<file path="config.mk">
export PLATFORM = sky130hd
export DESIGN_NAME = dmem_access_unit
export DESIGN_NICKNAME = d
export VERILOG_FILES = /design/src/rtl/dmem_access_unit.sv
export SDC_FILE = /design/constraint.sdc
export NUM_CORES = 1
export LEC_CHECK = 0
export ABC_AREA = 1
export BUFFER_PORTS_ARGS = -buffer_cell sky130_fd_sc_hd__buf_2
export CORE_MARGIN = 1
export CORE_UTILIZATION = 51
export CTS_CLUSTER_SIZE = 24
export DETAILED_ROUTE_END_ITERATION = 6
export PLACE_DENSITY = 0.9
export SYNTH_ARGS = -nofsm -noshare
export SYNTH_HDL_FRONTEND = slang
export SYNTH_SLANG_ARGS = --single-unit
</file>
<file path="constraint.sdc">
create_clock -name clk -period 4.4 [get_ports clk]
set_input_delay 0.88 -clock clk [delete_from_list [all_inputs] [get_ports clk]]
set_output_delay 0.88 -clock clk [all_outputs]
set_load 0.05 [all_outputs]
</file>
<file path="src/rtl/dmem_access_unit.sv">
// Memory-stage data access controller: alignment checks, one bus transaction per
// load/store on a request/addr_ok/data_ok bus, load extension and pipeline stall.
module dmem_access_unit #(
  parameter int CNT_W   = 8,
  parameter int TIMEOUT = 255
) (
  input  logic        clk,
  input  logic        rst,
  input  logic        mem_en,
  input  logic [5:0]  op,
  input  logic [31:0] addr,
  input  logic [31:0] wdata,
  input  logic        flush_except,
  input  logic        stall_in,
  output logic [31:0] rdata,
  output logic        adel,
  output logic        ades,
  output logic [31:0] bad_addr,
  output logic        stall_req,
  output logic        bus_err,
  output logic        data_req,
  output logic        data_wr,
  output logic [1:0]  data_size,
  output logic [31:0] data_addr,
  output logic [31:0] data_wdata,
  input  logic        data_addr_ok,
  input  logic [31:0] data_rdata,
  input  logic        data_ok
);

  typedef enum logic [1:0] {
    S_IDLE = 2'd0,
    S_REQ  = 2'd1,
    S_WAIT = 2'd2,
    S_DONE = 2'd3
  } state_t;

  localparam logic [CNT_W-1:0] TMO    = CNT_W'(TIMEOUT);
  localparam logic [CNT_W-1:0] TMO_M1 = CNT_W'(TIMEOUT - 1);

  function automatic logic [31:0] store_replicate(input logic [1:0] size, input logic [31:0] d);
    logic [31:0] r;
    case (size)
      2'd0:    r = {4{d[7:0]}};
      2'd1:    r = {2{d[15:0]}};
      default: r = d;
    endcase
    return r;
  endfunction

  function automatic logic [31:0] load_extend(input logic [1:0] size, input logic uns,
                                              input logic [1:0] lo, input logic [31:0] d);
    logic [7:0]  b;
    logic [15:0] h;
    logic [31:0] r;
    case (lo)
      2'd0:    b = d[7:0];
      2'd1:    b = d[15:8];
      2'd2:    b = d[23:16];
      default: b = d[31:24];
    endcase
    h = lo[1] ? d[31:16] : d[15:0];
    case (size)
      2'd0:    r = uns ? {24'd0, b} : {{24{b[7]}}, b};
      2'd1:    r = uns ? {16'd0, h} : {{16{h[15]}}, h};
      default: r = d;
    endcase
    return r;
  endfunction

  state_t            state_q, state_d;
  logic              wr_q, wr_d;
  logic              load_q, load_d;
  logic              uns_q, uns_d;
  logic [1:0]        size_q, size_d;
  logic [31:0]       addr_q, addr_d;
  logic [31:0]       wdata_q, wdata_d;
  logic [31:0]       rdata_q, rdata_d;
  logic              cancel_q, cancel_d;
  logic [CNT_W-1:0]  cnt_q, cnt_d;
  logic              bus_err_q, bus_err_d;

  logic              is_load, is_store, misalign, start;
  logic [1:0]        size_dec;

  // Opcode decode and alignment check on the live M-stage inputs
  always_comb begin
    is_load  = (op[5:3] == 3'b100);
    is_store = (op[5:3] == 3'b101);
    case (op[1:0])
      2'b00:   size_dec = 2'd0;
      2'b01:   size_dec = 2'd1;
      default: size_dec = 2'd2;
    endcase
    misalign = ((size_dec == 2'd1) & addr[0]) |
               ((size_dec == 2'd2) & (addr[1:0] != 2'b00));
    adel     = mem_en & is_load & misalign;
    ades     = mem_en & is_store & misalign;
    bad_addr = addr;
    start    = mem_en & (is_load | is_store) & ~adel & ~ades & ~flush_except;
  end

  // Next-state, latch updates and stall/request decode
  always_comb begin
    state_d   = state_q;
    wr_d      = wr_q;
    load_d    = load_q;
    uns_d     = uns_q;
    size_d    = size_q;
    addr_d    = addr_q;
    wdata_d   = wdata_q;
    rdata_d   = rdata_q;
    cancel_d  = cancel_q;
    cnt_d     = cnt_q;
    bus_err_d = 1'b0;
    stall_req = 1'b0;
    data_req  = 1'b0;
    case (state_q)
      S_IDLE: begin
        if (start) begin
          state_d   = S_REQ;
          wr_d      = is_store;
          load_d    = is_load;
          uns_d     = op[2];
          size_d    = size_dec;
          addr_d    = addr;
          wdata_d   = store_replicate(size_dec, wdata);
          stall_req = 1'b1;
        end else begin
          state_d   = S_IDLE;
        end
      end
      S_REQ: begin
        data_req  = 1'b1;
        stall_req = 1'b1;
        if (flush_except) begin
          state_d = S_IDLE;
        end else if (data_addr_ok) begin
          state_d  = S_WAIT;
          cnt_d    = '0;
          cancel_d = 1'b0;
        end else begin
          state_d = S_REQ;
        end
      end
      S_WAIT: begin
        stall_req = 1'b1;
        if (data_ok) begin
          cancel_d = 1'b0;
          if (cancel_q | flush_except) begin
            state_d = S_IDLE;
          end else begin
            state_d = S_DONE;
            if (load_q) begin
              rdata_d = load_extend(size_q, uns_q, addr_q[1:0], data_rdata);
            end else begin
              rdata_d = rdata_q;
            end
          end
        end else begin
          cancel_d = cancel_q | flush_except;
          // Single pulse on the transition into TIMEOUT; the counter then saturates
          if (cnt_q != TMO) begin
            cnt_d     = cnt_q + {{(CNT_W-1){1'b0}}, 1'b1};
            bus_err_d = (cnt_q == TMO_M1);
          end else begin
            cnt_d     = cnt_q;
          end
        end
      end
      S_DONE: begin
        if (stall_in) begin
          state_d = S_DONE;
        end else begin
          state_d = S_IDLE;
        end
      end
      default: begin
        state_d = S_IDLE;
      end
    endcase
  end

  // State and latched-transaction registers with synchronous active-low reset
  always_ff @(posedge clk) begin
    if (!rst) begin
      state_q   <= S_IDLE;
      wr_q      <= 1'b0;
      load_q    <= 1'b0;
      uns_q     <= 1'b0;
      size_q    <= 2'd0;
      addr_q    <= 32'd0;
      wdata_q   <= 32'd0;
      rdata_q   <= 32'd0;
      cancel_q  <= 1'b0;
      cnt_q     <= '0;
      bus_err_q <= 1'b0;
    end else begin
      state_q   <= state_d;
      wr_q      <= wr_d;
      load_q    <= load_d;
      uns_q     <= uns_d;
      size_q    <= size_d;
      addr_q    <= addr_d;
      wdata_q   <= wdata_d;
      rdata_q   <= rdata_d;
      cancel_q  <= cancel_d;
      cnt_q     <= cnt_d;
      bus_err_q <= bus_err_d;
    end
  end

  assign rdata      = rdata_q;
  assign bus_err    = bus_err_q;
  assign data_wr    = wr_q;
  assign data_size  = size_q;
  assign data_addr  = addr_q;
  assign data_wdata = wdata_q;

endmodule

</file>
* After elaboration in Yosys (flattened, before gate mapping) *
Index checks and enable logic that the tools add are counted.

word-level totals
  input port bits = 109
  bits in registers = 113

operators by class
  reduce and logical (&&, ||, !) cells = 13
  multiplexer cells = 26
  bitwise logic cells = 20
  add/subtract/negate cells = 1
  eq/ne operators = 18

operator list
  kind                                                              number
  32-bit one-hot mux with 2 select lines                            2
  32-bit 2-to-1 mux                                                 2
  8-bit 2-to-1 mux                                                  4
  8-bit one-hot mux with 3 select lines                             1
  16-bit 2-to-1 mux                                                 1
  8-bit one-hot mux with 2 select lines                             1
  1-bit AND                                                         10
  2-bit by 1-bit == test with 1-bit output (second input constant)  5
  2-bit logical NOT                                                 5
  2-bit 2-to-1 mux                                                  5
  2-bit != test (second input constant)                             5
  8-bit by 1-bit adder with 8-bit output (second input constant)    1
  2-bit == test (second input constant)                             4
  8-bit == test (second input constant)                             1
  8-bit != test (second input constant)                             1
  2-bit one-hot mux with 4 select lines                             1
  1-bit inverter                                                    7
  3-bit == test (second input constant)                             2
  1-bit 2-to-1 mux                                                  6
  5-bit AND reduction                                               1
  1-bit one-hot mux with 2 select lines                             2
  2-bit one-hot mux with 2 select lines                             1
  4-bit AND reduction                                               1
  2-bit nonzero test                                                2
  other kinds (5)                                                   7

* Logic depth before layout (Yosys ltp) *
  word-level depth = 12
  depth in mapped cells = 12

* Worst setup path after synthesis *
OpenSTA, ideal clock, no wires.

  kind = input to output
  start point = input port op[1]
  end point = output port adel
  stages on the path = 5
  data arrival time = 2.627 ns
  path slack = 0.893 ns
  path buffers = 1
  cells stage by stage = buf_4 -> nand2_2 -> inv_2 -> nor2_4 -> nor4_1

on the way
  cells in the longest elaborated chain, start to end = 6
  elaborated cells on any way between the ends = 9
  classes of those cells = eq/ne (3); mux (1); bitwise (4); reduce/logical (1)

ends and longest elaborated chain
  element                                                                               RTL line  text
  from (decl)                                                                           10        input logic [5:0] op,
  2-bit by 1-bit == test with 1-bit output / 2-bit logical NOT (equally long branches)  90        case (op[1:0])
  2-bit one-hot mux with 2 select lines *                                               90
  2-bit by 1-bit == test with 1-bit output / 2-bit == test (equally long branches)      95, 96
  1-bit AND (on tied branches)                                                          95, 96
  1-bit OR *                                                                            95        misalign = ((size_dec == 2'd1) & addr[0]) |
  1-bit AND *                                                                           97        adel = mem_en & is_load & misalign;
  to (decl)                                                                             16        output logic adel,

Mark *: on every way between the ends. The rest lies on a longest branch, timed or not.

* Final worst setup path *
  start point = input port op[1]
  end point = output port stall_req

on the way
  cells in the longest elaborated chain, start to end = 12
  elaborated cells on any way between the ends = 17
  classes of those cells = eq/ne (3); mux (3); bitwise (10); reduce/logical (1)

ends and longest elaborated chain
  element                                                                               RTL line  text
  2-bit by 1-bit == test with 1-bit output / 2-bit logical NOT (equally long branches)  90
  2-bit one-hot mux with 2 select lines *                                               90
  2-bit by 1-bit == test with 1-bit output / 2-bit == test (equally long branches)      95, 96
  1-bit AND (on tied branches)                                                          95, 96
  1-bit OR *                                                                            95
  1-bit AND                                                                             97
  1-bit inverter                                                                        100       start = mem_en & (is_load | is_store) & ~adel & ~ades & ~flush_except;
  1-bit AND                                                                             100
  1-bit AND * (2 in a row)                                                              100
  1-bit 2-to-1 mux *                                                                    120       if (start) begin
  1-bit one-hot mux with 2 select lines *                                               118       case (state_q)
  to (decl)                                                                             19        output logic stall_req,

Marked as above.

==> metrics.txt <==
# TYPE chip_impl_metric gauge
chip_impl_info{name="crit_chain",value="buf_2 > nor2_4 > nor2_1 > nor2_4 > nand3_4 > a21oi_1 > buf_2"} 1
chip_impl_metric{name="synth_cell_type_count",unit=""} 31
chip_impl_metric{name="vdd_ir_drop_max",unit="uV"} 253
chip_impl_metric{name="clkTransAtPathRegs",unit="ns"} 0.06
chip_impl_info{name="tritoncts",value="done"} 1
chip_impl_info{name="grt_setup_unrepaired",value="false"} 1
chip_impl_metric{name="pre_cts_slack",unit="ns"} 1.28
chip_impl_metric{name="clock_insertion_delay_worst_skew",unit="ns"} 0.49
chip_impl_metric{name="number_of_global_route_vias_before_repair",unit=""} 5343
chip_impl_info{name="end_kind",value="output pin"} 1
chip_impl_metric{name="design_power_total",unit="mW"} 2.70
chip_impl_metric{name="intPower",unit="mW"} 1.98
chip_impl_info{name="synth_ff_type",value="sky130_fd_sc_hd__dfxtp_1"} 1
chip_impl_info{name="post-synth-top-area-cell",value="sky130_fd_sc_hd__dfxtp_1"} 1
chip_impl_info{name="cp_top_family",value="simple AND/OR/NAND/NOR gates"} 1
chip_impl_metric{name="synth_seq_area_share",unit=""} 0.412
chip_impl_metric{name="cp.buffers_inverters",unit=""} 2
chip_impl_metric{name="r2r_setup_slack",unit="ns"} 1.90
chip_impl_metric{name="row_count",unit=""} 37
chip_impl_metric{name="grt_use_total",unit=""} 0.283
chip_impl_metric{name="global_route.usage.met1",unit=""} 0.338
chip_impl_metric{name="postSynthCellCount",unit=""} 794
chip_impl_metric{name="synth_edf_count",unit=""} 0
chip_impl_metric{name="cp.required",unit="ns"} 3.52
chip_impl_metric{name="maxClockFrequency",unit="MHz"} 320
chip_impl_info{name="yosys-top-cells-area",value="sky130_fd_sc_hd__dfxtp_1 41%, sky130_fd_sc_hd__nand2_1 17%, sky130_fd_sc_hd__a21oi_1 10%, sky130_fd_sc_hd__o21ai_0 5.7%, sky130_fd_sc_hd__buf_4 4.5%"} 1
chip_impl_metric{name="htreeDepth",unit=""} 4
chip_impl_metric{name="arrival",unit="ns"} 2.24
chip_impl_metric{name="period_needed",unit="ns"} 3.12
chip_impl_metric{name="drv_slew",unit=""} 0
chip_impl_metric{name="share_clk_of_total_power",unit=""} 0.512
chip_impl_metric{name="fill_cells",unit=""} 894
chip_impl_metric{name="effective_utilization_at_floorplan",unit=""} 0.530
chip_impl_metric{name="final.setup.worst_slack",unit="ns"} 1.28
chip_impl_metric{name="maxSlewHeadroom",unit=""} 0.269
chip_impl_metric{name="power.leakage",unit="nW"} 3.42
chip_impl_info{name="busiest_layer",value="met2"} 1
chip_impl_metric{name="fp.dieW",unit="um"} 106
chip_impl_metric{name="syn-cell-area",unit="mm2"} 0.00549
chip_impl_metric{name="post_cts_resized",unit=""} 0
chip_impl_metric{name="yosys_warnings",unit=""} 0
chip_impl_info{name="cts-root-buf",value="sky130_fd_sc_hd__clkbuf_8"} 1
chip_impl_info{name="status",value="finished clean"} 1
chip_impl_metric{name="wire_length_of_the_first_global_routing_pass",unit="um"} 25300
chip_impl_metric{name="gp_routability_congestion",unit=""} 0.941
chip_impl_metric{name="hold_violation_count_in_the_final_report",unit=""} 0
chip_impl_metric{name="share_of_the_synthesized_area_in_the_top_cell_type",unit=""} 0.412
chip_impl_metric{name="power.share.combinational",unit=""} 0.103
chip_impl_metric{name="place.port_buffers",unit=""} 244
chip_impl_metric{name="detail_routed_net_length_per_standard_cell",unit="um"} 13.9
chip_impl_metric{name="postSynthRegisterBits",unit=""} 113
chip_impl_metric{name="floorplan.core_area",unit="mm2"} 0.0104
chip_impl_metric{name="grt-ovfl-total",unit=""} 0
chip_impl_metric{name="crit_path_max_fo",unit=""} 20
chip_impl_metric{name="worst_pin_slew",unit="ns"} 1.10
chip_impl_metric{name="mappedNetlistNets",unit=""} 911
chip_impl_metric{name="layout-area-overhead-vs-synth",unit="%"} 29.1
chip_impl_metric{name="multi_input_comb_area",unit="mm2"} 0.00259
chip_impl_metric{name="critical_path.max_stage_delay",unit="ns"} 0.32
chip_impl_metric{name="total_die_area",unit="mm2"} 0.0112
chip_impl_info{name="synth_top_cells_by_count",value="252 x sky130_fd_sc_hd__nand2_1, 114 x sky130_fd_sc_hd__a21oi_1, 113 x sky130_fd_sc_hd__dfxtp_1"} 1
chip_impl_metric{name="grt_max_degree",unit=""} 70
chip_impl_metric{name="synthesis.area_per_instance",unit="um2"} 6.92
chip_impl_metric{name="layout_worst_path_cycle_share",unit=""} 0.710
chip_impl_metric{name="cap_violations",unit=""} 0
chip_impl_metric{name="drt_pass1_iterations",unit=""} 5
chip_impl_info{name="crit_path_top_delay_cell",value="sky130_fd_sc_hd__nor2_4"} 1
chip_impl_metric{name="vias",unit=""} 5939
chip_impl_metric{name="grtUsageMet3",unit=""} 0.0649
chip_impl_metric{name="async_reset_ff_frac",unit=""} 0
chip_impl_metric{name="clockBufferDepth",unit=""} 2
chip_impl_metric{name="route.antenna.remaining_nets",unit=""} 0
chip_impl_metric{name="fin_setup_tns",unit="ns"} 0
chip_impl_metric{name="switching_share",unit=""} 0.265
chip_impl_metric{name="wl",unit="um"} 15800
chip_impl_info{name="worst_setup_path_start_kind",value="input pin"} 1
chip_impl_metric{name="drcViolationCount",unit=""} 0
chip_impl_metric{name="cts-hold-fix-buffers",unit=""} 0
chip_impl_metric{name="post-dp-hpwl",unit="um"} 11300
chip_impl_metric{name="detail_route.iter0.violations",unit=""} 549
chip_impl_metric{name="floorplan.die.height",unit="um"} 106
chip_impl_metric{name="avgViaCountPerCell",unit=""} 5.23
chip_impl_info{name="min-delay-path-class",value="reg2reg"} 1
chip_impl_metric{name="tritoncts.num_buffers",unit=""} 17
chip_impl_info{name="synthMostInstantiatedCell",value="sky130_fd_sc_hd__nand2_1"} 1
chip_impl_metric{name="pwr_density_cell",unit="mW/mm2"} 380
chip_impl_metric{name="switchingPower",unit="uW"} 714
chip_impl_metric{name="antenna_found_initial",unit=""} 1
chip_impl_metric{name="floorplan.io_pins",unit=""} 245
chip_impl_metric{name="seq_power_share",unit=""} 0.385
chip_impl_metric{name="grt_util_met2",unit=""} 0.477
chip_impl_metric{name="num-nets-final",unit=""} 1103
chip_impl_metric{name="cts_setup_buffers",unit=""} 0
chip_impl_metric{name="drive_above_1_share",unit=""} 0.316
chip_impl_metric{name="setup-violations-final",unit=""} 0
chip_impl_info{name="critical_setup_path_class",value="in2out"} 1
chip_impl_metric{name="final.setup_skew",unit="ns"} 0.00677
chip_impl_metric{name="sequential_cell_area",unit="mm2"} 0.00226
chip_impl_metric{name="cts_num_sinks",unit=""} 113
## layout make-up
class,count,share of cell area
inverter,52,0.0275
clock inverter,15,0.0258
tap,136,0.0240
antenna,1,0.000353
multi-input combinational,553,0.366
sequential,113,0.319
clock buffer,17,0.0584
timing repair buffer,249,0.179
## stage by stage
step           instances  cell area [um2]   util  hold slack [ns]
4_1_cts             1135             7090  0.684            0.464
3_3_place_gp        1103             6490  0.626            0.449
6_report            1136             7090  0.684            0.462
3_5_place_dp        1103             6490  0.626            0.453
2_1_floorplan        794             5490      -            0.445
5_1_grt             1136             7090  0.684            0.476
## flip-flops by register name (all words and copies together), names as in the netlist
name and cells:
rdata 32, bus_err 1, cnt_q 8, state_q 2
data_wr 1, data_wdata 32, data_size 2, data_addr 32
uns_q 1, load_q 1, cancel_q 1
## kinds of logic after synthesis
family / count (synthesis) / share of synthesized area
AOI/OAI and AO/OA: 198 / 0.192
xor gates and xnor gates: 2 / 0.00319
adders and majority gates: 8 / 0.0182
buffers and inverters: 128 / 0.116
DFF: 113 / 0.412
and+or+nand+nor: 345 / 0.259
## worst register-to-register path, stage by stage, from the launching register on
cell	delay [ns]
sky130_fd_sc_hd__dfxtp_1	0.35
sky130_fd_sc_hd__inv_1	0.12
sky130_fd_sc_hd__ha_1	0.39
sky130_fd_sc_hd__nand4_1	0.15
sky130_fd_sc_hd__buf_4	0.25
sky130_fd_sc_hd__inv_1	0.74
sky130_fd_sc_hd__o21ai_0	0.22
sky130_fd_sc_hd__nor2_1	0.13
sky130_fd_sc_hd__nor2_1	0.04
## cell usage in the layout, fill, tap and decap left out, drive strengths merged, types with 3 or more instances in the layout
cell	netlist	final
clkinv	1	8
bufinv	0	3
inv	51	55
nand2	263	263
dfxtp	113	113
nor2	45	45
ha	8	8
or2	7	7
o211ai	10	10
nor3	5	5
nand3	19	19
a21oi	124	124
clkbuf	30	17
buf	46	249
o21ai	63	63
## layer usage
metal / vias to the layer above / wire length (um) / part of all wire
met5: - / 0 / 0
met3: 47 / 1200 / 0.076
met4: 0 / 571 / 0.036
li1: 2916 / - / -
met2: 312 / 7690 / 0.49
met1: 2664 / 6330 / 0.40
## power groups by stage
stage / combinational (mW) / clock (mW) / sequential [mW]
2_1_floorplan: 0.166 / 0 / 1.09
3_3_place_gp: 0.276 / 0 / 1.06
3_5_place_dp: 0.277 / 0 / 1.06
4_1_cts: 0.277 / 1.39 / 1.04
5_1_grt: 0.298 / 1.45 / 1.04
6_report: 0.279 / 1.38 / 1.04
## worst paths after layout
path | from | endpoint | depth (start not counted)
worst max-delay path | op[1] | stall_req | 7
worst max register to register | state_q[0] | rdata[6] | 8
worst min register to register | data_wr | data_wr | 2
worst min-delay path | data_wr | data_wr | 2
No activity file was read; power rests on OpenSTA's default activity.
